==> config.mk <==
export PLATFORM = sky130hd
export DESIGN_NAME = ex_stage_flat
export DESIGN_NICKNAME = d
export VERILOG_FILES = /design/src/rtl/ex_stage_pkg.sv /design/src/rtl/ex_stage_if.sv /design/src/rtl/ex_stage_div_unit.sv /design/src/rtl/ex_stage.sv /design/src/flat_wrapper.sv
export SDC_FILE = /design/constraint.sdc
export NUM_CORES = 1
export LEC_CHECK = 0
export ABC_AREA = 1
export ABC_CLOCK_PERIOD_IN_PS = 6700
export BUFFER_PORTS_ARGS = -buffer_cell sky130_fd_sc_hd__buf_2
export CAP_MARGIN = 40
export CORE_MARGIN = 2
export CORE_UTILIZATION = 35
export CTS_BUF_LIST = sky130_fd_sc_hd__clkbuf_8
export DETAILED_ROUTE_END_ITERATION = 8
export GPL_TIMING_DRIVEN = 0
export PLACE_DENSITY = 0.6
export SYNTH_ARGS = -nofsm -noshare
export SYNTH_HDL_FRONTEND = slang
export SYNTH_SLANG_ARGS = --single-unit
==> constraint.sdc <==
create_clock -name clk -period 6.7 [get_ports clk]
set_clock_uncertainty 0.1 [all_clocks]
set_input_delay 0 -clock clk [delete_from_list [all_inputs] [get_ports clk]]
set_output_delay 0 -clock clk [all_outputs]
set_load 0.02 [all_outputs]
==> src/rtl/ex_stage_pkg.sv <==
// Shared opcodes, result classes, divider state codes and small helpers
// for the execute stage and its divider.
package ex_stage_pkg;

    localparam int unsigned ALU_OP_W  = 8;
    localparam int unsigned ALU_SEL_W = 3;
    localparam int unsigned REG_W     = 32;
    localparam int unsigned REG_AW    = 5;
    localparam int unsigned SHAMT_W   = 5;

    localparam logic [ALU_OP_W-1:0] EXE_NOP_OP  = 8'b0000_0000;
    localparam logic [ALU_OP_W-1:0] EXE_AND_OP  = 8'b0010_0100;
    localparam logic [ALU_OP_W-1:0] EXE_OR_OP   = 8'b0010_0101;
    localparam logic [ALU_OP_W-1:0] EXE_XOR_OP  = 8'b0010_0110;
    localparam logic [ALU_OP_W-1:0] EXE_NOR_OP  = 8'b0010_0111;
    localparam logic [ALU_OP_W-1:0] EXE_SLL_OP  = 8'b0111_1100;
    localparam logic [ALU_OP_W-1:0] EXE_SRL_OP  = 8'b0000_0010;
    localparam logic [ALU_OP_W-1:0] EXE_SRA_OP  = 8'b0000_0011;
    localparam logic [ALU_OP_W-1:0] EXE_DIV_OP  = 8'b0001_1010;
    localparam logic [ALU_OP_W-1:0] EXE_DIVU_OP = 8'b0001_1011;

    localparam logic [ALU_SEL_W-1:0] EXE_RES_NOP   = 3'b000;
    localparam logic [ALU_SEL_W-1:0] EXE_RES_LOGIC = 3'b001;
    localparam logic [ALU_SEL_W-1:0] EXE_RES_SHIFT = 3'b010;

    typedef enum logic [1:0] {
        DivFree   = 2'b00,
        DivByZero = 2'b01,
        DivOn     = 2'b10,
        DivEnd    = 2'b11
    } div_state_t;

    // Two's-complement negate when en is set, pass-through otherwise.
    function automatic logic [REG_W-1:0] twos_neg(input logic [REG_W-1:0] v, input logic en);
        return en ? (~v + 32'd1) : v;
    endfunction

endpackage

==> src/rtl/ex_stage_if.sv <==
// Decode-to-execute operand bundle plus the execute results and stall request.
interface ex_stage_if;
    import ex_stage_pkg::*;

    logic                  flush_i;
    logic [ALU_OP_W-1:0]   aluop_i;
    logic [ALU_SEL_W-1:0]  alusel_i;
    logic [REG_W-1:0]      reg1_i;
    logic [REG_W-1:0]      reg2_i;
    logic [REG_AW-1:0]     wd_i;
    logic                  wreg_i;
    logic [REG_AW-1:0]     wd_o;
    logic                  wreg_o;
    logic [REG_W-1:0]      wdata_o;
    logic                  whilo_o;
    logic [REG_W-1:0]      hi_o;
    logic [REG_W-1:0]      lo_o;
    logic                  stallreq_o;

    modport master (
        output flush_i, aluop_i, alusel_i, reg1_i, reg2_i, wd_i, wreg_i,
        input  wd_o, wreg_o, wdata_o, whilo_o, hi_o, lo_o, stallreq_o
    );

    modport slave (
        input  flush_i, aluop_i, alusel_i, reg1_i, reg2_i, wd_i, wreg_i,
        output wd_o, wreg_o, wdata_o, whilo_o, hi_o, lo_o, stallreq_o
    );

endinterface

==> src/rtl/ex_stage_div_unit.sv <==
// Iterative restoring divider for DIV/DIVU: one quotient bit per cycle, sign
// fix-up applied as the final step lands, result held until the next divide.
module div_unit
    import ex_stage_pkg::*;
#(
    parameter int unsigned DIV_CYCLES = 32
) (
    input  logic                 clk,
    input  logic                 rst,
    input  logic                 start,
    input  logic                 signed_div,
    input  logic [REG_W-1:0]     op1,
    input  logic [REG_W-1:0]     op2,
    input  logic                 annul,
    output logic                 ready,
    output logic [2*REG_W-1:0]   result
);

    localparam int unsigned       CNT_W    = (DIV_CYCLES > 1) ? $clog2(DIV_CYCLES) : 1;
    localparam logic [CNT_W-1:0]  CNT_LAST = CNT_W'(DIV_CYCLES - 1);

    div_state_t            state_r;
    logic [CNT_W-1:0]      cnt_r;
    logic [2*REG_W:0]      work_r;
    logic [REG_W-1:0]      divisor_r;
    logic                  neg_quot_r;
    logic                  neg_rem_r;
    logic                  ready_r;
    logic [2*REG_W-1:0]    result_r;

    logic [REG_W:0]        partial_s;
    logic [REG_W-1:0]      diff_s;
    logic [REG_W-1:0]      abs1_s;
    logic [REG_W-1:0]      abs2_s;
    logic [REG_W-1:0]      quot_s;
    logic [REG_W-1:0]      rem_s;
    logic [2*REG_W:0]      step_s;

    // Operand magnitudes, one restoring-subtract step and the signed fix-up
    always_comb begin
        abs1_s    = twos_neg(op1, signed_div & op1[REG_W-1]);
        abs2_s    = twos_neg(op2, signed_div & op2[REG_W-1]);
        partial_s = work_r[2*REG_W:REG_W];
        // Only the low word matters: a successful subtract leaves less than the divisor.
        diff_s    = partial_s[REG_W-1:0] - divisor_r;
        if (partial_s >= {1'b0, divisor_r}) begin
            step_s = {diff_s, work_r[REG_W-1:0], 1'b1};
        end else begin
            step_s = {work_r[2*REG_W-1:0], 1'b0};
        end
        quot_s = twos_neg(step_s[REG_W-1:0], neg_quot_r);
        rem_s  = twos_neg(step_s[2*REG_W:REG_W+1], neg_rem_r);
    end

    // Divider FSM: IDLE -> ON (or BY_ZERO) -> END, annul returns to IDLE
    always_ff @(posedge clk) begin
        if (rst) begin
            state_r    <= DivFree;
            cnt_r      <= CNT_W'(0);
            work_r     <= 65'd0;
            divisor_r  <= 32'd0;
            neg_quot_r <= 1'b0;
            neg_rem_r  <= 1'b0;
            ready_r    <= 1'b0;
            result_r   <= 64'd0;
        end else begin
            ready_r <= 1'b0;
            case (state_r)
                DivFree: begin
                    if (annul || !start) begin
                        state_r <= DivFree;
                    end else if (op2 == 32'd0) begin
                        state_r <= DivByZero;
                    end else begin
                        work_r     <= {32'd0, abs1_s, 1'b0};
                        divisor_r  <= abs2_s;
                        neg_quot_r <= signed_div & (op1[REG_W-1] ^ op2[REG_W-1]);
                        neg_rem_r  <= signed_div & op1[REG_W-1];
                        cnt_r      <= CNT_W'(0);
                        state_r    <= DivOn;
                    end
                end
                DivByZero: begin
                    if (annul) begin
                        state_r <= DivFree;
                    end else begin
                        result_r <= 64'd0;
                        ready_r  <= 1'b1;
                        state_r  <= DivEnd;
                    end
                end
                DivOn: begin
                    // A non-divide op here only follows a flush; drop the partial result.
                    if (annul || !start) begin
                        state_r <= DivFree;
                    end else begin
                        work_r <= step_s;
                        if (cnt_r == CNT_LAST) begin
                            result_r <= {rem_s, quot_s};
                            ready_r  <= 1'b1;
                            cnt_r    <= CNT_W'(0);
                            state_r  <= DivEnd;
                        end else begin
                            cnt_r <= cnt_r + CNT_W'(1);
                        end
                    end
                end
                DivEnd: begin
                    state_r <= DivFree;
                end
                default: begin
                    state_r <= DivFree;
                end
            endcase
        end
    end

    assign ready  = ready_r;
    assign result = result_r;

endmodule

==> src/rtl/ex_stage.sv <==
// Execute stage: single-cycle logic/shift results for write-back and forwarding,
// plus HI/LO write from the multi-cycle divider with a pipeline stall request.
module ex_stage
    import ex_stage_pkg::*;
#(
    parameter int unsigned DIV_CYCLES = 32
) (
    input  logic        clk,
    input  logic        rst,
    ex_stage_if.slave   ex
);

    logic                  is_div_s;
    logic                  is_signed_s;
    logic                  div_ready_s;
    logic [2*REG_W-1:0]    div_result_s;
    logic [REG_W-1:0]      logic_res_s;
    logic [REG_W-1:0]      shift_res_s;
    logic [REG_W-1:0]      wdata_s;
    logic [SHAMT_W-1:0]    shamt_s;

    assign is_div_s    = (ex.aluop_i == EXE_DIV_OP) || (ex.aluop_i == EXE_DIVU_OP);
    assign is_signed_s = (ex.aluop_i == EXE_DIV_OP);
    assign shamt_s     = ex.reg1_i[SHAMT_W-1:0];

    // Bitwise logic result
    always_comb begin
        logic_res_s = 32'd0;
        case (ex.aluop_i)
            EXE_OR_OP:  logic_res_s = ex.reg1_i | ex.reg2_i;
            EXE_AND_OP: logic_res_s = ex.reg1_i & ex.reg2_i;
            EXE_XOR_OP: logic_res_s = ex.reg1_i ^ ex.reg2_i;
            EXE_NOR_OP: logic_res_s = ~(ex.reg1_i | ex.reg2_i);
            default:    logic_res_s = 32'd0;
        endcase
    end

    // Shift result: reg2 shifted by reg1[4:0]
    always_comb begin
        shift_res_s = 32'd0;
        case (ex.aluop_i)
            EXE_SLL_OP: shift_res_s = ex.reg2_i << shamt_s;
            EXE_SRL_OP: shift_res_s = ex.reg2_i >> shamt_s;
            EXE_SRA_OP: shift_res_s = $unsigned($signed(ex.reg2_i) >>> shamt_s);
            default:    shift_res_s = 32'd0;
        endcase
    end

    // Write-back data selected by result class
    always_comb begin
        wdata_s = 32'd0;
        case (ex.alusel_i)
            EXE_RES_LOGIC: wdata_s = logic_res_s;
            EXE_RES_SHIFT: wdata_s = shift_res_s;
            default:       wdata_s = 32'd0;
        endcase
    end

    div_unit #(
        .DIV_CYCLES (DIV_CYCLES)
    ) u_div (
        .clk        (clk),
        .rst        (rst),
        .start      (is_div_s),
        .signed_div (is_signed_s),
        .op1        (ex.reg1_i),
        .op2        (ex.reg2_i),
        .annul      (ex.flush_i),
        .ready      (div_ready_s),
        .result     (div_result_s)
    );

    // Forwarding paths stay combinational; everything reads zero while reset is held.
    assign ex.wd_o       = rst ? 5'd0  : ex.wd_i;
    assign ex.wreg_o     = rst ? 1'b0  : ex.wreg_i;
    assign ex.wdata_o    = rst ? 32'd0 : wdata_s;
    assign ex.hi_o       = rst ? 32'd0 : div_result_s[2*REG_W-1:REG_W];
    assign ex.lo_o       = rst ? 32'd0 : div_result_s[REG_W-1:0];
    assign ex.whilo_o    = ~rst & div_ready_s & ~ex.flush_i;
    assign ex.stallreq_o = ~rst & is_div_s & ~div_ready_s;

endmodule

==> src/flat_wrapper.sv <==
// flat-port wrapper written by rule: the top's interface ports become plain ports
module ex_stage_flat import ex_stage_pkg::*;
#(
    parameter int unsigned DIV_CYCLES = 32
)
  (clk, rst, ex_flush_i, ex_aluop_i, ex_alusel_i, ex_reg1_i, ex_reg2_i, ex_wd_i, ex_wreg_i, ex_wd_o, ex_wreg_o, ex_wdata_o, ex_whilo_o, ex_hi_o, ex_lo_o, ex_stallreq_o);
  ex_stage_if ex_i ();
  input  logic clk;
  input  logic rst;
  input wire logic [$bits(ex_i.flush_i)-1:0] ex_flush_i;
  input wire logic [$bits(ex_i.aluop_i)-1:0] ex_aluop_i;
  input wire logic [$bits(ex_i.alusel_i)-1:0] ex_alusel_i;
  input wire logic [$bits(ex_i.reg1_i)-1:0] ex_reg1_i;
  input wire logic [$bits(ex_i.reg2_i)-1:0] ex_reg2_i;
  input wire logic [$bits(ex_i.wd_i)-1:0] ex_wd_i;
  input wire logic [$bits(ex_i.wreg_i)-1:0] ex_wreg_i;
  output wire logic [$bits(ex_i.wd_o)-1:0] ex_wd_o;
  output wire logic [$bits(ex_i.wreg_o)-1:0] ex_wreg_o;
  output wire logic [$bits(ex_i.wdata_o)-1:0] ex_wdata_o;
  output wire logic [$bits(ex_i.whilo_o)-1:0] ex_whilo_o;
  output wire logic [$bits(ex_i.hi_o)-1:0] ex_hi_o;
  output wire logic [$bits(ex_i.lo_o)-1:0] ex_lo_o;
  output wire logic [$bits(ex_i.stallreq_o)-1:0] ex_stallreq_o;
  assign ex_i.flush_i = ex_flush_i;
  assign ex_i.aluop_i = ex_aluop_i;
  assign ex_i.alusel_i = ex_alusel_i;
  assign ex_i.reg1_i = ex_reg1_i;
  assign ex_i.reg2_i = ex_reg2_i;
  assign ex_i.wd_i = ex_wd_i;
  assign ex_i.wreg_i = ex_wreg_i;
  assign ex_wd_o = ex_i.wd_o;
  assign ex_wreg_o = ex_i.wreg_o;
  assign ex_wdata_o = ex_i.wdata_o;
  assign ex_whilo_o = ex_i.whilo_o;
  assign ex_hi_o = ex_i.hi_o;
  assign ex_lo_o = ex_i.lo_o;
  assign ex_stallreq_o = ex_i.stallreq_o;
  ex_stage #(.DIV_CYCLES(DIV_CYCLES)) u_core (.clk(clk), .rst(rst), .ex(ex_i));
endmodule
==> impl_results.md, run 1 <==
* DR DRC count at 0
* Slew headroom at 36.73%
* WP data arrival at 4.57 ns
* Vias per cell at 5.401
* Part of the Yosys area used for sequential elements at 18.60%
* DRT Wirelength at 87810 um
* Clock root cell: clkbuf_8
* CP Buf/Inv Count at 2
* Core ar. at 52240 sq um
* GPL Wtd Cong at 1.065
* Final hold viol count at 0
* Chip Height at 233.3 um
* Syn Inst Count at 3263
* Total Routing Usage GR at 31.74%
* Placed Cells incl. Taps at 4139
* Max Fanout on Critical Path at 9
* Ratio of cells with drive above 1 in the final layout at 9.319%
* N_diodes at 0
* Critical Path Slowest Stage Cell: ha_1
* Io pins at 188
* Register Area at 3423 sq um
* Commonest non-fill, non-tap cells in the layout: nand2_1, inv_1, nor2_1, o21ai_0, a21oi_1
* TritonRoute pass-1 iters at 8
* WL/cell at 20.92 um
* Multi-input gate area at 12320 sq um
* Hold Path Stages at 5
* R2R Path End: u_core.u_div.result[24]
* Chip width at 233.3 um
* Top-area cell type share of the netlist area at 18.60%
* Final Setup Violations at 0
* Fin cells at 4197
* CTS tree: yes
* Worst-skew pair later-pin latency at 0.50 ns
* Via Count at 22670
* Ordered list of cells on the worst path: ha_1 -> nand2_1 -> nand2_1 -> nand2_1 -> nand2_1 -> a21oi_1 -> nand2_1 -> nor2_2 -> nand2_4 -> inv_2 -> ha_1 -> nand3_1 -> nor3_1 -> nand3_1 -> nor3_1 -> nand3_1 -> nand2_1 -> nand2_1 -> inv_1 -> nand2_1 -> a21oi_1 -> a21oi_1 -> o21ai_0 -> nand2_1
* Unrepaired setup endpoints after global routing: no
* Hpwl dp at 72150 um
* Synth Cell Area at 18400 sq um
* Worst Reg-to-Reg Cells at 24
* Pwr dens at 120.4 nW/um^2
* Worst endpoint required time at 6.98 ns
* Total gr overflow at 0
* TritonCTS sink count at 171
* Synth cell types at 56
* CTS Buf Count at 17
* Synth Register Bits at 171
* Setup_tns at 0 ns
* Clock Tree Buf Depth at 2
* CP top delay family: simple AND/OR/NAND/NOR gates
* Reg2reg setup slack at 2.41 ns
* Most frequent cell on the critical path: nand2_1
* Register clock-pin slew on the reported worst setup and hold paths at 0.12 ns
* Status: finished, final reports clean
* Fillcell total at 5913
* Largest net degree at the start of global routing at 20
* Post_cts resized at 0
* Peak VDD IR at 0.09591 mV
* Synth top area cells: dfxtp_1, nand2_1, inv_1
* Crit end category: register
* Antenna violations before repair at 0
* Max Cap Viol at 0
* Post-route minimum period at 4.293 ns
* IO Port Bufs at 186
* FMAX at 0.2329 GHz
* Hold path endpoint: u_core.u_div.work_r[20]
* Commonest non-fill, non-tap cell in the layout: nand2_1
* Syn Area/Cell at 5.640 sq um
* Slowest cell delay on critical path at 0.40 ns
* DR iter-0 viols at 2656
* Syn_nets at 3455
* Final ANT Viol Nets at 0
* Synth area leader: dfxtp_1
* Leak at 10.30 nW
* Setup crit start kind: register
* Post-layout net count at 3688
* Final slew viol count at 0
* Vias in the first global route at 20840
* R2r startpoint: u_core.u_div.work_r[58]
* Crit Path Class: register to register
* Initial core utilization at 35.23%
* H-tree depth at 4
* Worst Tran Pin Value at 0.9391 ns
* Final worst path period share at 64.07%
* First-pass GRT wire length at 130100 um
* DIE AREA at 54430 sq um
* Area grow syn2layout at 13.56%
* Hold Startpoint: ex_reg1_i[19]
* Min-Delay Path Class: input pin to register
* Syn. warnings at 0
* Rows at 84
==> cell families after synthesis <==
group	count (synthesis)	synth area share, %
mux	7	0.3808
simple gates	1461	32.85
buf+inv	690	14.45
flops	171	18.60
xor+xnor	63	2.998
compound gates	763	23.33
fa+ha+maj	108	7.384
==> state kept, by name, summed over array words and instances (netlist names) <==
| register | count |
|---|---|
| u_core.u_div.cnt_r | 5 |
| u_core.u_div.neg_quot_r | 1 |
| u_core.u_div.state_r | 2 |
| u_core.u_div.divisor_r | 32 |
| u_core.u_div.neg_rem_r | 1 |
| u_core.u_div.ready | 1 |
| u_core.u_div.result | 64 |
| u_core.u_div.work_r | 65 |
==> worst max-delay path by stage <==
stage,from,to,slack [ns],cells past startpoint
after floorplan,u_core.u_div.divisor_r[8],u_core.u_div.result[30],3.34,25
after global placement,ex_reg1_i[1],u_core.u_div.work_r[29],2.29,18
after detailed placement,ex_reg1_i[1],u_core.u_div.work_r[29],2.41,18
after CTS,u_core.u_div.work_r[58],u_core.u_div.result[28],2.46,24
after global routing,u_core.u_div.divisor_r[22],u_core.u_div.result[30],1.90,25
final,u_core.u_div.work_r[58],u_core.u_div.result[24],2.41,24
==> timing repair <==
item,in CTS,in global routing
setup buffers,0,0
hold buffers,26,0
hold endpoints to repair,25,0
==> per-stage QoR <==
step | total power [W] | hold WS [ns] | cell area, sq um | util [%] | worst slack, ns
floorplan | 0.001426 | -0.02021 | 18400 | - | 3.342
global placement | 0.001687 | 0.2032 | 20190 | 38.66 | 2.294
detailed placement | 0.001682 | 0.2049 | 20210 | 38.69 | 2.410
CTS | 0.002485 | 0.001963 | 20900 | 40.01 | 2.456
global route | 0.002612 | 0.02983 | 20900 | 40.01 | 1.895
finish | 0.002517 | 0.003354 | 20900 | 40.01 | 2.407
==> metal layers <==
layer	up-vias	share of wire [%]	global-route usage, %
li1	11030	-	-
met1	10280	42	41.61
met2	1103	43	49.81
met3	259	7.9	4.260
met4	0	6.6	18.21
met5	-	0	0
==> tightest hold or removal path: stages <==
cell and delay [ns]:
buf_2 0.14, a21oi_1 0.11, o21ai_0 0.13, o211ai_1 0.12, a21oi_1 0.07
==> power breakdown <==
group | internal (W) | switching (W)
clock | 0.000323 | 0.000493
sequential | 0.00102 | 0.00000136
combinational | 0.000183 | 0.000499
==> cell type report <==
type / instances / area share (%)
multi-input cells: 2402 / 58.95
flip-flops and latches: 171 / 16.38
inverters: 545 / 9.789
repair buffers: 214 / 5.777
well taps: 688 / 4.119
plain buffers: 145 / 2.940
clock buffers: 17 / 1.120
clock inverters: 15 / 0.9280
==> Yosys cell counts, drive strengths merged <==
library cell  number
and2               5
clkbuf           109
mux2i              7
o31ai             11
inv              540
o2111ai            4
dfxtp            171
xnor2              1
o21bai             5
nand4             33
o22ai             71
a211o              1
o221ai            19
a21boi             1
o21a               3
nor4               6
a211oi             4
nor2             317
o41ai              1
o211a              1
or2               19
a221oi             1
nand3            161
o311ai             3
o211ai            29
fa                 1
nand2            876
nor3b              3
ha               107
a2111o             1
buf               36
nor3              39
clkinv             5
a32o               5
nand3b             2
a31oi             20
o21ai            305
a21oi            268
a22o               7
a221o              3
xor2              62
No activity file was read; power rests on OpenSTA's default activity.
==> inputs of run 2 (changes only) <==
Settings changed: ABC_AREA 1 to 0, ABC_CLOCK_PERIOD_IN_PS 6700 to 4500.
Clock period 6.7 ns to 4.5 ns, I/O delays scaled along.
==> run 2 against run 1 <==
The flow now finishes with violations (negative setup slack); fmax down 5.9%; worst hold slack improved by 0.0074 ns; critical path depth fell by 4; cell count decreased by 17%; non-clock buffer count increased by 83; area after synthesis shrank 3.2%; worst setup slack lost 2.5 ns; first-iteration DRC count shrank 30%; synthesized cell count down 23%; highest routed layer is now met5; critical path type unchanged; die area is 3.1% lower; clock-buffer cell count rose by 1; via count shrank 8.7%.
==> impl_results.md, run 2 <==
* Worst Reg-to-Reg Cells at 20 (was 24)
* Status: finished with violations (was finished, final reports clean)
* Core ar. at 50170 sq um (was 52240 sq um)
* GPL Wtd Cong at 1.079 (was 1.065)
* Register clock-pin slew on the reported worst setup and hold paths at 0.10 ns (was 0.12 ns)
* TritonRoute pass-1 iters at 6 (was 8)
* Max Fanout on Critical Path at 6 (was 9)
* Final ANT Viol Nets at 0 (unchanged)
* Vias per cell at 5.959 (was 5.401)
* Largest family of logic cells by synthesized area: compound AO/OA/AOI/OAI gates (was simple AND/OR/NAND/NOR gates)
* Syn. warnings at 0 (unchanged)
* Worst Tran Pin Value at 1.065 ns (was 0.9391 ns)
* Synth cell types at 90 (was 56)
* Most instantiated library cell after synthesis: nor2_1 (was nand2_1)
* DR iter-0 viols at 1860 (was 2656)
* Largest net degree at the start of global routing at 17 (was 20)
* CTS Buf Count at 17 (unchanged)
* Simple-gate share of the synthesized area at 22.70% (was 32.85%)
* Ratio of cells with drive above 1 in the final layout at 15.62% (was 9.319%)
* DIE AREA at 52730 sq um (was 54430 sq um)
* Number of synthesized flops with an enable pin at 0 (unchanged)
* Chip width at 229.6 um (was 233.3 um)
* Syn Inst Count at 2521 (was 3263)
* WL/cell at 24.55 um (was 20.92 um)
* Total Routing Usage GR at 31.23% (was 31.74%)
* First-pass GRT wire length at 125300 um (was 130100 um)
* Synth area leader: dfxtp_1 (unchanged)
* Final slew viol count at 0 (unchanged)
* WP data arrival at 4.87 ns (was 4.57 ns)
* Power Total at 0.003871 W (was 0.002517 W)
* Biggest register: u_core.u_div.work_r (unchanged)
* Antenna violations before repair at 2 (was 0)
* CTS tree: yes (unchanged)
* Post-synthesis xor/xnor area fraction at 8.160% (was 2.998%)
* Initial core utilization at 35.51% (was 35.23%)
* Chip Height at 229.6 um (was 233.3 um)
* Setup ws final at -0.06193 ns (was 2.407 ns)
* DRT Wirelength at 85220 um (was 87810 um)
* Ys async rst share at 0% (unchanged)
* Part of the Yosys area used for sequential elements at 19.21% (was 18.60%)
* Peak VDD IR at 0.1734 mV (was 0.09591 mV)
* Syn_nets at 2713 (was 3455)
* Crit Path Class: register to register (unchanged)
* Final hold slack at 0.01072 ns (was 0.003354 ns)
* Hold Path Stages at 6 (was 5)
* Clock root cell: clkbuf_8 (unchanged)
* Rows at 82 (was 84)
* Leak at 8.731 nW (was 10.30 nW)
* Hold Startpoint: ex_reg1_i[16] (was ex_reg1_i[19])
* Hold path endpoint: u_core.u_div.work_r[18] (was u_core.u_div.work_r[20])
* Mux cell area share after synthesis at 9.010% (was 0.3807%)
* Clock Tree Buf Depth at 2 (unchanged)
* Setup crit start kind: register (unchanged)
* IO Port Bufs at 185 (was 186)
* Final Setup Violations at 2 (was 0)
* Top-area cell type share of the netlist area at 19.21% (was 18.60%)
* Post-route minimum period at 4.562 ns (was 4.293 ns)
* Vias in the first global route at 19800 (was 20840)
* Worst-skew pair later-pin latency at 0.51 ns (was 0.50 ns)
* Final hold viol count at 0 (unchanged)
* Commonest non-fill, non-tap cell in the layout: nor2_1 (was nand2_1)
* R2r startpoint: u_core.u_div.work_r[40] (was u_core.u_div.work_r[58])
* Synth Cell Area at 17820 sq um (was 18400 sq um)
* Pwr dens at 181.9 nW/um^2 (was 120.4 nW/um^2)
* Commonest non-fill, non-tap cells in the layout: nor2_1, nand2_1, o21ai_0, buf_2, a21oi_1 (was nand2_1, inv_1, nor2_1, o21ai_0, a21oi_1)
* Total gr overflow at 0 (unchanged)
* Crit end category: register (unchanged)
* Via Count at 20690 (was 22670)
* Adder-cell share of the synthesized area at 7.626% (was 7.384%)
* TritonCTS sink count at 171 (unchanged)
* Hpwl dp at 68490 um (was 72150 um)
* Failing checks: negative setup slack
* Max Cap Viol at 0 (unchanged)
* Min-Delay Path Class: input pin to register (unchanged)
* Reg2reg setup slack at -0.06 ns (was 2.41 ns)
* Unrepaired setup endpoints after global routing: yes (was no)
* Final worst path period share at 101.4% (was 64.07%)
* H-tree depth at 4 (unchanged)
* Most common flop cell mapped by yosys: dfxtp_1 (unchanged)
* Synth top area cells: dfxtp_1, ha_1, mux2i_1 (was dfxtp_1, nand2_1, inv_1)
* FMAX at 0.2192 GHz (was 0.2329 GHz)
* Area grow syn2layout at 19.46% (was 13.56%)
* Post-synth top cells: nor2_1, nand2_1, o21ai_0 (was nand2_1, inv_1, nor2_1)
* Synth Register Bits at 171 (unchanged)
* Max reg flops at 65 (unchanged)
* Complex-gate fraction of the synthesized area at 26.57% (was 23.33%)
* Slew headroom at 28.22% (was 36.73%)
* Worst endpoint required time at 4.80 ns (was 6.98 ns)
* Io pins at 188 (unchanged)
* R2R Path End: u_core.u_div.result[62] (was u_core.u_div.result[24])
* Post-layout net count at 2977 (was 3688)
* Syn Area/Cell at 7.067 sq um (was 5.640 sq um)
* DR DRC count at 0 (unchanged)
==> run 2: report_power, final <==
group | switching [W] | internal, W | leakage, nW
clock network | 0.000623 | 0.000508 | 0.204
registers | 0.00000160 | 0.00151 | 1.39
logic | 0.000836 | 0.000395 | 7.13
total | 0.00146 | 0.00241 | 8.73
==> run 2: worst max-delay path by stage <==
stage / start / end / slack, ns / cells after the start
2_1_floorplan: u_core.u_div.work_r[40] / u_core.u_div.result[62] / -0.04 / 22
3_3_place_gp: u_core.u_div.work_r[33] / u_core.u_div.result[30] / -1.28 / 19
3_5_place_dp: u_core.u_div.work_r[33] / u_core.u_div.result[30] / -1.40 / 19
4_1_cts: u_core.u_div.divisor_r[8] / u_core.u_div.result[62] / -0.01 / 22
5_1_grt: u_core.u_div.work_r[40] / u_core.u_div.result[62] / -0.19 / 20
6_report: u_core.u_div.work_r[40] / u_core.u_div.result[62] / -0.06 / 20
==> run 2: cell type report <==
| class | instances | area (sq um) |
|---|---|---|
| Timing Repair Buffer | 258 | 1545 |
| Sequential cell | 171 | 3481 |
| Multi-Input combinational cell | 2040 | 13770 |
| Tap cell | 672 | 840.8 |
| Fill cell | 5150 | 28890 |
| Clock buffer | 18 | 247.7 |
| Buffer | 184 | 825.8 |
| Antenna cell | 2 | 5.005 |
| Clock inverter | 14 | 143.9 |
| Inverter | 113 | 427.9 |
==> run 2: timing repair <==
item,CTS,global route
hold buffers,22,0
endpoints found under the setup margin,40,13
setup buffers,35,8
gates resized for setup,142,22
endpoints found under the hold margin,27,0
pin swaps,27,17
==> run 2: worst max-delay path, cell delays in order (launching register included) <==
cell and delay [ns]:
dfxtp_4 0.38, ha_4 0.26, a21o_1 0.19, o21bai_4 0.19, a211oi_4 0.23, a21boi_2 0.10
a311o_1 0.38, buf_6 0.15, clkbuf_16 0.16, clkbuf_16 0.15, mux2i_4 0.25, ha_4 0.23
nand3_4 0.09, nor3_4 0.25, nand2_2 0.09, nor3_2 0.13, a32o_2 0.18, o2111ai_2 0.16
or4b_4 0.59, mux2i_1 0.16, nand2_1 0.06
==> run 2: logic make-up after synthesis <==
| kind of cell | Yosys count |
|---|---|
| xor+xnor | 166 |
| compound gates | 746 |
| buf+inv | 310 |
| fa+ha+maj | 108 |
| flops | 171 |
| mux | 149 |
| simple gates | 871 |
==> run 2: stage by stage <==
step           TNS (ns)  area (sq um)  cells  util, %  setup slack, ns
4_1_cts        -0.01442         21140   3465    42.14         -0.01442
3_3_place_gp     -21.90         19660   3378    39.18           -1.278
6_report       -0.06433         21280   3472    42.42         -0.06193
5_1_grt         -0.3835         21280   3471    42.42          -0.1925
3_5_place_dp     -23.21         19730   3386    39.32           -1.403
2_1_floorplan  -0.03676         17890   2521        -         -0.03676
==> run 2: metal layers <==
| metal | up-vias | share of wire (%) | global-route usage (%) |
|---|---|---|---|
| met5 | - | 0.019 | 0 |
| met4 | 2 | 6.2 | 17.72 |
| met3 | 223 | 8.0 | 4.445 |
| met2 | 1044 | 44 | 50.01 |
| met1 | 9932 | 41 | 40.13 |
| li1 | 9489 | - | - |
